## src/rtl/spike_event_decoder.sv

```systemverilog
`default_nettype none
// ============================================================================
// Module      : spike_event_decoder
// Description : Action-potential detector for the membrane-potential stream
//               of the linear Hodgkin-Huxley neuron core. Uses a hysteresis
//               threshold pair and a refractory window. It reports:
//                 - a one-cycle spike pulse
//                 - the inter-spike interval in samples
//                 - a saturating spike count
//                 - optionally, the peak voltage of each spike
//
// Parameters  : THRESH_HI        signed level that declares a spike (>=)
//               THRESH_LO        signed level that ends a spike (<=)
//               REFRACT_SAMPLES  valid samples ignored after a spike ends
//                                (0-255)
//
// Ports       : clock        rising-edge clock
//               reset        asynchronous, active-low reset
//               v_in         signed membrane potential sample
//               v_valid      v_in holds a new sample this cycle
//               spike        one-cycle pulse per detected spike
//               isi_out      samples between this crossing and the previous one
//               isi_valid    pulse with spike when isi_out is meaningful
//               spike_count  spikes since reset, saturating at 16'hFFFF
//               v_peak       signed maximum V of the most recently ended spike
//               peak_valid   one-cycle pulse when v_peak updates
//               in_refract   high while the refractory window is active
//
// Config      : SPIKE_PEAK_EN  when this macro is defined, the peak tracker is
//                              built and drives v_peak and peak_valid.
//                              When it is undefined, both outputs are tied
//                              to 0.
//
// Revision    : 1.0  initial release
// ============================================================================
module spike_event_decoder #(
    parameter logic signed [15:0] THRESH_HI       = 16'sd0,
    parameter logic signed [15:0] THRESH_LO       = -16'sd50,
    parameter int unsigned        REFRACT_SAMPLES = 4
) (
    input  logic               clock,
    input  logic               reset,
    input  logic signed [15:0] v_in,
    input  logic               v_valid,
    output logic               spike,
    output logic        [15:0] isi_out,
    output logic               isi_valid,
    output logic        [15:0] spike_count,
    output logic signed [15:0] v_peak,
    output logic               peak_valid,
    output logic               in_refract
);

    localparam logic [7:0]  c_ref_load = 8'(REFRACT_SAMPLES);
    localparam logic [15:0] c_sat      = 16'hFFFF;

    typedef enum logic [1:0] {
        BELOW   = 2'd0,
        ABOVE   = 2'd1,
        REFRACT = 2'd2
    } state_t;

    state_t      r_state;
    state_t      w_state_nxt;

    logic [15:0] r_isi_cnt;
    logic [15:0] w_isi_cnt_nxt;
    logic [7:0]  r_ref_cnt;
    logic [7:0]  w_ref_cnt_nxt;
    logic        r_first_seen;
    logic        w_first_seen_nxt;

    logic        r_spike;
    logic        w_spike_nxt;
    logic [15:0] r_isi_out;
    logic [15:0] w_isi_out_nxt;
    logic        r_isi_valid;
    logic        w_isi_valid_nxt;
    logic [15:0] r_spike_count;
    logic [15:0] w_spike_count_nxt;
    logic        r_in_refract;
    logic        w_in_refract_nxt;

    logic        w_crossing;
    logic [15:0] w_isi_plus;

`ifdef SPIKE_PEAK_EN
    logic signed [15:0] r_peak;
    logic signed [15:0] w_peak_nxt;
    logic signed [15:0] w_peak_max;
    logic signed [15:0] r_v_peak;
    logic signed [15:0] w_v_peak_nxt;
    logic               r_peak_valid;
    logic               w_peak_valid_nxt;

    assign w_peak_max = (v_in > r_peak) ? v_in : r_peak;
`endif

    // The ISI counts the crossing sample itself, so the reported interval is
    // the stored count plus one, held at full scale.
    assign w_isi_plus = (r_isi_cnt == c_sat) ? c_sat : (r_isi_cnt + 16'd1);

    // ------------------------------------------------------------------------
    // State register
    // ------------------------------------------------------------------------
    always_ff @(posedge clock or negedge reset) begin
        if (!reset) begin
            r_state <= BELOW;
        end else begin
            r_state <= w_state_nxt;
        end
    end

    // ------------------------------------------------------------------------
    // Next-state and next-output logic
    // ------------------------------------------------------------------------
    always_comb begin
        w_state_nxt       = r_state;
        w_isi_cnt_nxt     = r_isi_cnt;
        w_ref_cnt_nxt     = r_ref_cnt;
        w_first_seen_nxt  = r_first_seen;
        w_spike_nxt       = 1'b0;
        w_isi_out_nxt     = r_isi_out;
        w_isi_valid_nxt   = 1'b0;
        w_spike_count_nxt = r_spike_count;
        w_crossing        = 1'b0;
`ifdef SPIKE_PEAK_EN
        w_peak_nxt        = r_peak;
        w_v_peak_nxt      = r_v_peak;
        w_peak_valid_nxt  = 1'b0;
`endif

        if (v_valid) begin
            case (r_state)
                BELOW: begin
                    if (v_in >= THRESH_HI) begin
                        w_crossing        = 1'b1;
                        w_state_nxt       = ABOVE;
                        w_spike_nxt       = 1'b1;
                        w_first_seen_nxt  = 1'b1;
                        w_spike_count_nxt = (r_spike_count == c_sat) ? c_sat
                                          : (r_spike_count + 16'd1);
                        // The first spike after reset has no reference
                        // crossing, so no interval is reported for it.
                        if (r_first_seen) begin
                            w_isi_out_nxt   = w_isi_plus;
                            w_isi_valid_nxt = 1'b1;
                        end
`ifdef SPIKE_PEAK_EN
                        w_peak_nxt = v_in;
`endif
                    end
                end

                ABOVE: begin
`ifdef SPIKE_PEAK_EN
                    w_peak_nxt = w_peak_max;
`endif
                    if (v_in <= THRESH_LO) begin
`ifdef SPIKE_PEAK_EN
                        w_v_peak_nxt     = w_peak_max;
                        w_peak_valid_nxt = 1'b1;
`endif
                        if (c_ref_load == 8'd0) begin
                            w_state_nxt = BELOW;
                        end else begin
                            w_state_nxt   = REFRACT;
                            w_ref_cnt_nxt = c_ref_load;
                        end
                    end
                end

                REFRACT: begin
                    // The sample that empties the window is itself masked.
                    // Detection resumes with the following sample.
                    w_ref_cnt_nxt = r_ref_cnt - 8'd1;
                    if (r_ref_cnt <= 8'd1) begin
                        w_ref_cnt_nxt = 8'd0;
                        w_state_nxt   = BELOW;
                    end
                end

                default: begin
                    w_state_nxt = BELOW;
                end
            endcase

            if (w_crossing) begin
                w_isi_cnt_nxt = 16'd0;
            end else if (r_isi_cnt != c_sat) begin
                w_isi_cnt_nxt = r_isi_cnt + 16'd1;
            end
        end

        w_in_refract_nxt = (w_state_nxt == REFRACT);
    end

    // ------------------------------------------------------------------------
    // Counters and registered outputs
    // ------------------------------------------------------------------------
    always_ff @(posedge clock or negedge reset) begin
        if (!reset) begin
            r_isi_cnt     <= 16'd0;
            r_ref_cnt     <= 8'd0;
            r_first_seen  <= 1'b0;
            r_spike       <= 1'b0;
            r_isi_out     <= 16'd0;
            r_isi_valid   <= 1'b0;
            r_spike_count <= 16'd0;
            r_in_refract  <= 1'b0;
        end else begin
            r_isi_cnt     <= w_isi_cnt_nxt;
            r_ref_cnt     <= w_ref_cnt_nxt;
            r_first_seen  <= w_first_seen_nxt;
            r_spike       <= w_spike_nxt;
            r_isi_out     <= w_isi_out_nxt;
            r_isi_valid   <= w_isi_valid_nxt;
            r_spike_count <= w_spike_count_nxt;
            r_in_refract  <= w_in_refract_nxt;
        end
    end

`ifdef SPIKE_PEAK_EN
    always_ff @(posedge clock or negedge reset) begin
        if (!reset) begin
            r_peak       <= 16'sd0;
            r_v_peak     <= 16'sd0;
            r_peak_valid <= 1'b0;
        end else begin
            r_peak       <= w_peak_nxt;
            r_v_peak     <= w_v_peak_nxt;
            r_peak_valid <= w_peak_valid_nxt;
        end
    end

    assign v_peak     = r_v_peak;
    assign peak_valid = r_peak_valid;
`else
    assign v_peak     = 16'sd0;
    assign peak_valid = 1'b0;
`endif

    assign spike       = r_spike;
    assign isi_out     = r_isi_out;
    assign isi_valid   = r_isi_valid;
    assign spike_count = r_spike_count;
    assign in_refract  = r_in_refract;

endmodule
`default_nettype wire

```

## config.mk

```make
export PLATFORM = sky130hd
export DESIGN_NAME = spike_event_decoder
export DESIGN_NICKNAME = d
export VERILOG_FILES = /design/src/rtl/spike_event_decoder.sv
export SDC_FILE = /design/constraint.sdc
export NUM_CORES = 1
export LEC_CHECK = 0
export CAP_MARGIN = 20
export CORE_UTILIZATION = 55
export CTS_CLUSTER_SIZE = 30
export DETAILED_ROUTE_END_ITERATION = 12
export GPL_ROUTABILITY_DRIVEN = 0
export PLACE_DENSITY = 0.89
export RECOVER_POWER = 50
export SYNTH_ARGS = -nofsm -noshare
export SYNTH_HDL_FRONTEND = slang
export SYNTH_SLANG_ARGS = --single-unit
export TNS_END_PERCENT = 5
```

## constraint.sdc

```tcl
create_clock -name clock -period 3.5 [get_ports clock]
set_clock_uncertainty 0.05 [all_clocks]
set_input_delay 0.35 -clock clock [delete_from_list [all_inputs] [get_ports clock]]
set_output_delay 0.35 -clock clock [all_outputs]
set_load 0.02 [all_outputs]
```

# [Word-level counts from Yosys, hierarchy flattened]
# Index checks and enable logic that the tools add are counted.
[totals] regBits=62 out_inout_bits=52 word_cells=49
[classes] add_sub_neg=3 n_lt_le_gt_ge=3 n_eq_ne=7 n_mux=20 reduce_logical=7
[ops] cell="16-bit 2-to-1 mux" count=4
[ops] cell="16-bit by 1-bit adder with 16-bit output, second input constant" count=2
[ops] cell="16-bit equality test, second input constant" count=2
[ops] cell="16-bit by 1-bit >= comparator with 1-bit output, second input constant" count=1
[ops] cell="16-bit by 7-bit less-or-equal comparator with 1-bit output, second input constant" count=1
[ops] cell="8-bit 2-to-1 mux" count=2
[ops] cell="16-bit inequality test, second input constant" count=1
[ops] cell="8-bit one-hot mux with 2 select lines" count=1
[ops] cell="8-bit by 1-bit less-or-equal comparator with 1-bit output, second input constant" count=1
[ops] cell="1-bit 2-to-1 mux" count=8
[ops] cell="2-bit 2-to-1 mux" count=4
[ops] cell="8-bit by 1-bit subtractor with 8-bit output, second input constant" count=1
[ops] cell="2-bit one-hot mux with 3 select lines" count=1
[ops] cell="3-bit AND reduction" count=2
[ops] cell="2-bit equality test, second input constant" count=2
[ops] cell="4-bit AND reduction" count=1
[ops] cell="2-bit nonzero test" count=2
[ops] cell="2-bit by 1-bit equality test with 1-bit output, second input constant" count=1
[ops] cell="2-bit logical NOT" count=1
[ops] cell="2-bit inequality test, second input constant" count=1
[ops] cell="2-bit AND reduction" count=1

# [Logic depth before layout (Yosys ltp)]
[logic_depth] word_depth=6 ltp_mapped=8

# [Least setup slack after synthesis]
# Ideal clock, no wire load.
[synth_timing] path_kind="register to register" start="register r_state[1]" end="register r_spike_count[14] (netlist: spike_count[14])" setup_ps=128 t_arrival_ps=1778 required_ps=3322 path_slack_ps=1544 stages_incl_launch_ff=6 synth_period_minus_slack_ps=1956 path_cell_list="dfrtp_1 > or4b_1 > buf_6 > nor3_4 > nand4_1 > mux2_1"
[synth_between] elab_chain_cells=2
[synth_rtl] item="start: declaration" line_no="63" rtl="state_t r_state;"
[synth_rtl] item="start signal: assignment" line_no="110" rtl="r_state <= w_state_nxt;"
[synth_rtl] item="2-bit logical NOT" line_no="134" rtl="case (r_state)"
[synth_rtl] item="3-bit AND reduction (no line)"
[synth_rtl] item="end signal: assignment" line_no="218" rtl="r_spike_count <= w_spike_count_nxt;"
[synth_rtl] item="end: declaration" line_no="79" rtl="logic [15:0] r_spike_count;"
# Every way passes these cells.
# A chain may end at the register's enable or synchronous reset.

# [Final worst setup path]
[layout_timing] start="input port v_valid" end="register r_isi_out[13] (netlist: isi_out[13])"
[layout_between] elab_chain_cells=1
[layout_rtl] item="start: declaration" line_no="44" rtl="input logic v_valid,"
[layout_rtl] item="4-bit AND reduction (no line)"
[layout_rtl] item="end signal: assignment" line_no="216" rtl="r_isi_out <= w_isi_out_nxt;"
[layout_rtl] item="end: declaration" line_no="75" rtl="logic [15:0] r_isi_out;"
# Every way passes these cells.

==> run metrics <==
most numerous cell in the Yosys netlist dfrtp_1; status finished with violations; Slew HR -27.7%; Area contributors post-synth dfrtp_1 47%, nand2_1 4.9%, a21oi_1 4.6%; CTS H-Tree Depth 3; final WL 7400 um; WL/cell 15.4 um; Crit path max-delay family simple AND/OR/NAND/NOR gates; Worst-Margin Slew 1.92 ns; Fin. Hold Viols 0; fmax 375 MHz; grt total ovfl 0; fin. max-slew vios 38; CP Cell Sequence dlygate4sd3_1, or4b_1, inv_2, nand2_2, nor2_2, a21oi_1; worst hold path class reg -> reg; Post-Syn Area per Cell 9.28 um^2; routed vias 2772; area grow syn2layout 22.3%; maximum clock insertion buffer count 2; post-synthesis mux area share 1.60%; IO buf count 53; CTS Hold Buffers Added 0; Cell Area, Synth 3280 um^2; DIE HEIGHT 79.2 um; Worst Path Required 3.63 ns; DP HPWL 4860 um; cell row count 27; initial DRC count 210; CTS root buffer clkbuf_8; Initial Util 58.4%; Ports 71; VDD IR max 499 uV; # setup viols final 0; crit path DAT 2.80 ns; crit path time final 2.66 ns; Tot GR Track Use 25.2%; Post-synth EDFFs 0; hold_ws 0.465 ns; initial antenna violation count 0; hold path startpoint r_first_seen; drt via density 5.78; core area 5610 um^2; Adder-Cell Fraction of Synth Area 1.53%; Diodes inserted 0; share of cells above drive strength 1 6.13%; max incr delay on CP 0.77 ns; Synth Area in Simple Gates 21.6%; largest family of logic cells by synthesized area simple AND/OR/NAND/NOR gates; # clock sinks 62; power per cell area 679 nW/um^2; Crit. End Element flip-flop; CTS tree built; CP Launch Type input port; TNS Setup 0 ns; number of global-route vias before repair 2631; antenna viol nets, final 0; FFs w/ async S/R, synth 100%; die area 6270 um^2; RSZ-0062 raised after global routing no; global-route wire length before repair 12100 um; Buf/Inv on CP 2; max_cap viols 1; leakage 0.00180 uW; crit share post-route 76.1%; Worst-path clk slew 0.07 ns; post-synthesis compound-gate area fraction 14.7%; Setup CP Type in -> reg; Worst Setup SP v_valid; DRC 0; Top FF cell, synth dfrtp_1; Post-Syn Instances 353; top cell type's share of synthesized area 47.3%; failing checks capacitance limit, slew limit; largest net degree at the start of global routing 38; Synth Area in XOR/XNOR 5.08%; worst r2r src r_isi_cnt[0]; cells resized by post-CTS repair 0; Die Wd 79.2 um; FILL cells 414; CP Max Fanout 14; Worst-Skew Late Latency 0.34 ns; most common library cells after synthesis 62 x dfrtp_1, 43 x nand2_1, 30 x a21oi_1, 24 x nor2_1; # nets final 426; Synth cell types 52; flops & latches, synth 62; sequential share of the synthesized area 47.3%; Crit-path slowest cell dlygate4sd3_1; Yosys top cell by area dfrtp_1; setup bufs post-CTS 0; total CTS buffers 9; Synth Warn # 0; DR pass1 iterations 7
## path summary, 6_finish.rpt
path,cells past startpoint,end,slack (ns)
setup / recovery,6,isi_out[13],0.84
hold / removal,1,r_first_seen,0.47
setup reg to reg,6,r_isi_cnt[2],0.97
hold reg to reg,1,r_first_seen,0.47
max in group asynchronous,2,r_ref_cnt[6],1.71
min in group asynchronous,1,isi_valid,0.48
## metal layers
layer	share of wire, %	GRT usage (%)	routed length (um)
met1	42	30.9	3140
met3	4.8	6.78	358
met4	2.5	11.3	185
met5	0	0	0
met2	50	41.5	3710
## placed cells by master (no fill, tap or decap), types with 5 or more instances in the layout
| cell | instances |
|---|---|
| clkdlybuf4s50_1 | 35 |
| o31ai_1 | 5 |
| dlygate4sd3_1 | 17 |
| and3_1 | 6 |
| a31oi_1 | 8 |
| conb_1 | 17 |
| nor3_1 | 8 |
| nand4_1 | 7 |
| dfrtp_1 | 62 |
| a21oi_1 | 30 |
| nand2_1 | 43 |
| or3_1 | 6 |
| xor2_1 | 13 |
| clkbuf_8 | 11 |
| and4_1 | 5 |
| nand3_1 | 20 |
| inv_1 | 13 |
| o21ai_0 | 15 |
| xnor2_1 | 6 |
| nor2_1 | 24 |
## logic make-up after synthesis
family | Yosys count
AND/OR/NAND/NOR | 138
multiplexers | 5
flip-flops | 62
buffers and inverters | 46
other | 1
adder cells (fa/ha/maj) | 4
XOR/XNOR | 19
AO/OA/AOI/OAI | 78
## sequential cells by signal (all words and copies together) (netlist names)
name and count:
in_refract 1, isi_out 16, r_ref_cnt 8, r_state 2
spike 1, spike_count 16, r_isi_cnt 16, r_first_seen 1
isi_valid 1
## where the power goes
group	leakage, uW	internal [uW]	total, uW	switching [uW]
Sequential	0.000795	898	1070	173
Combinational	0.000880	368	864	496
Clock	0.000124	513	787	274
Total	0.00180	1780	2720	943
## metrics by stage
step	setup WS, ns	std cells	util (%)	total power (uW)	instance area, um^2
CTS	0.844	479	71.4	2770	4000
detailed placement	0.511	463	66.9	1960	3750
finish	0.836	480	71.5	2720	4010
global placement	0.611	463	66.9	1920	3750
floorplan	1.54	369	-	1600	3340
global route	0.718	480	71.5	2880	4010
## layout make-up
class                   count  area, um^2  area share (%)
flip-flops and latches     62        1550            38.7
clock buffers              13         159            3.97
well taps                  72        90.1            2.25
repair buffers             55         539            13.5
multi-input cells         261        1530            38.1
inverters                  14        52.6            1.31
clock inverters             3        90.1            2.25
(Power assumes the default switching activity.)
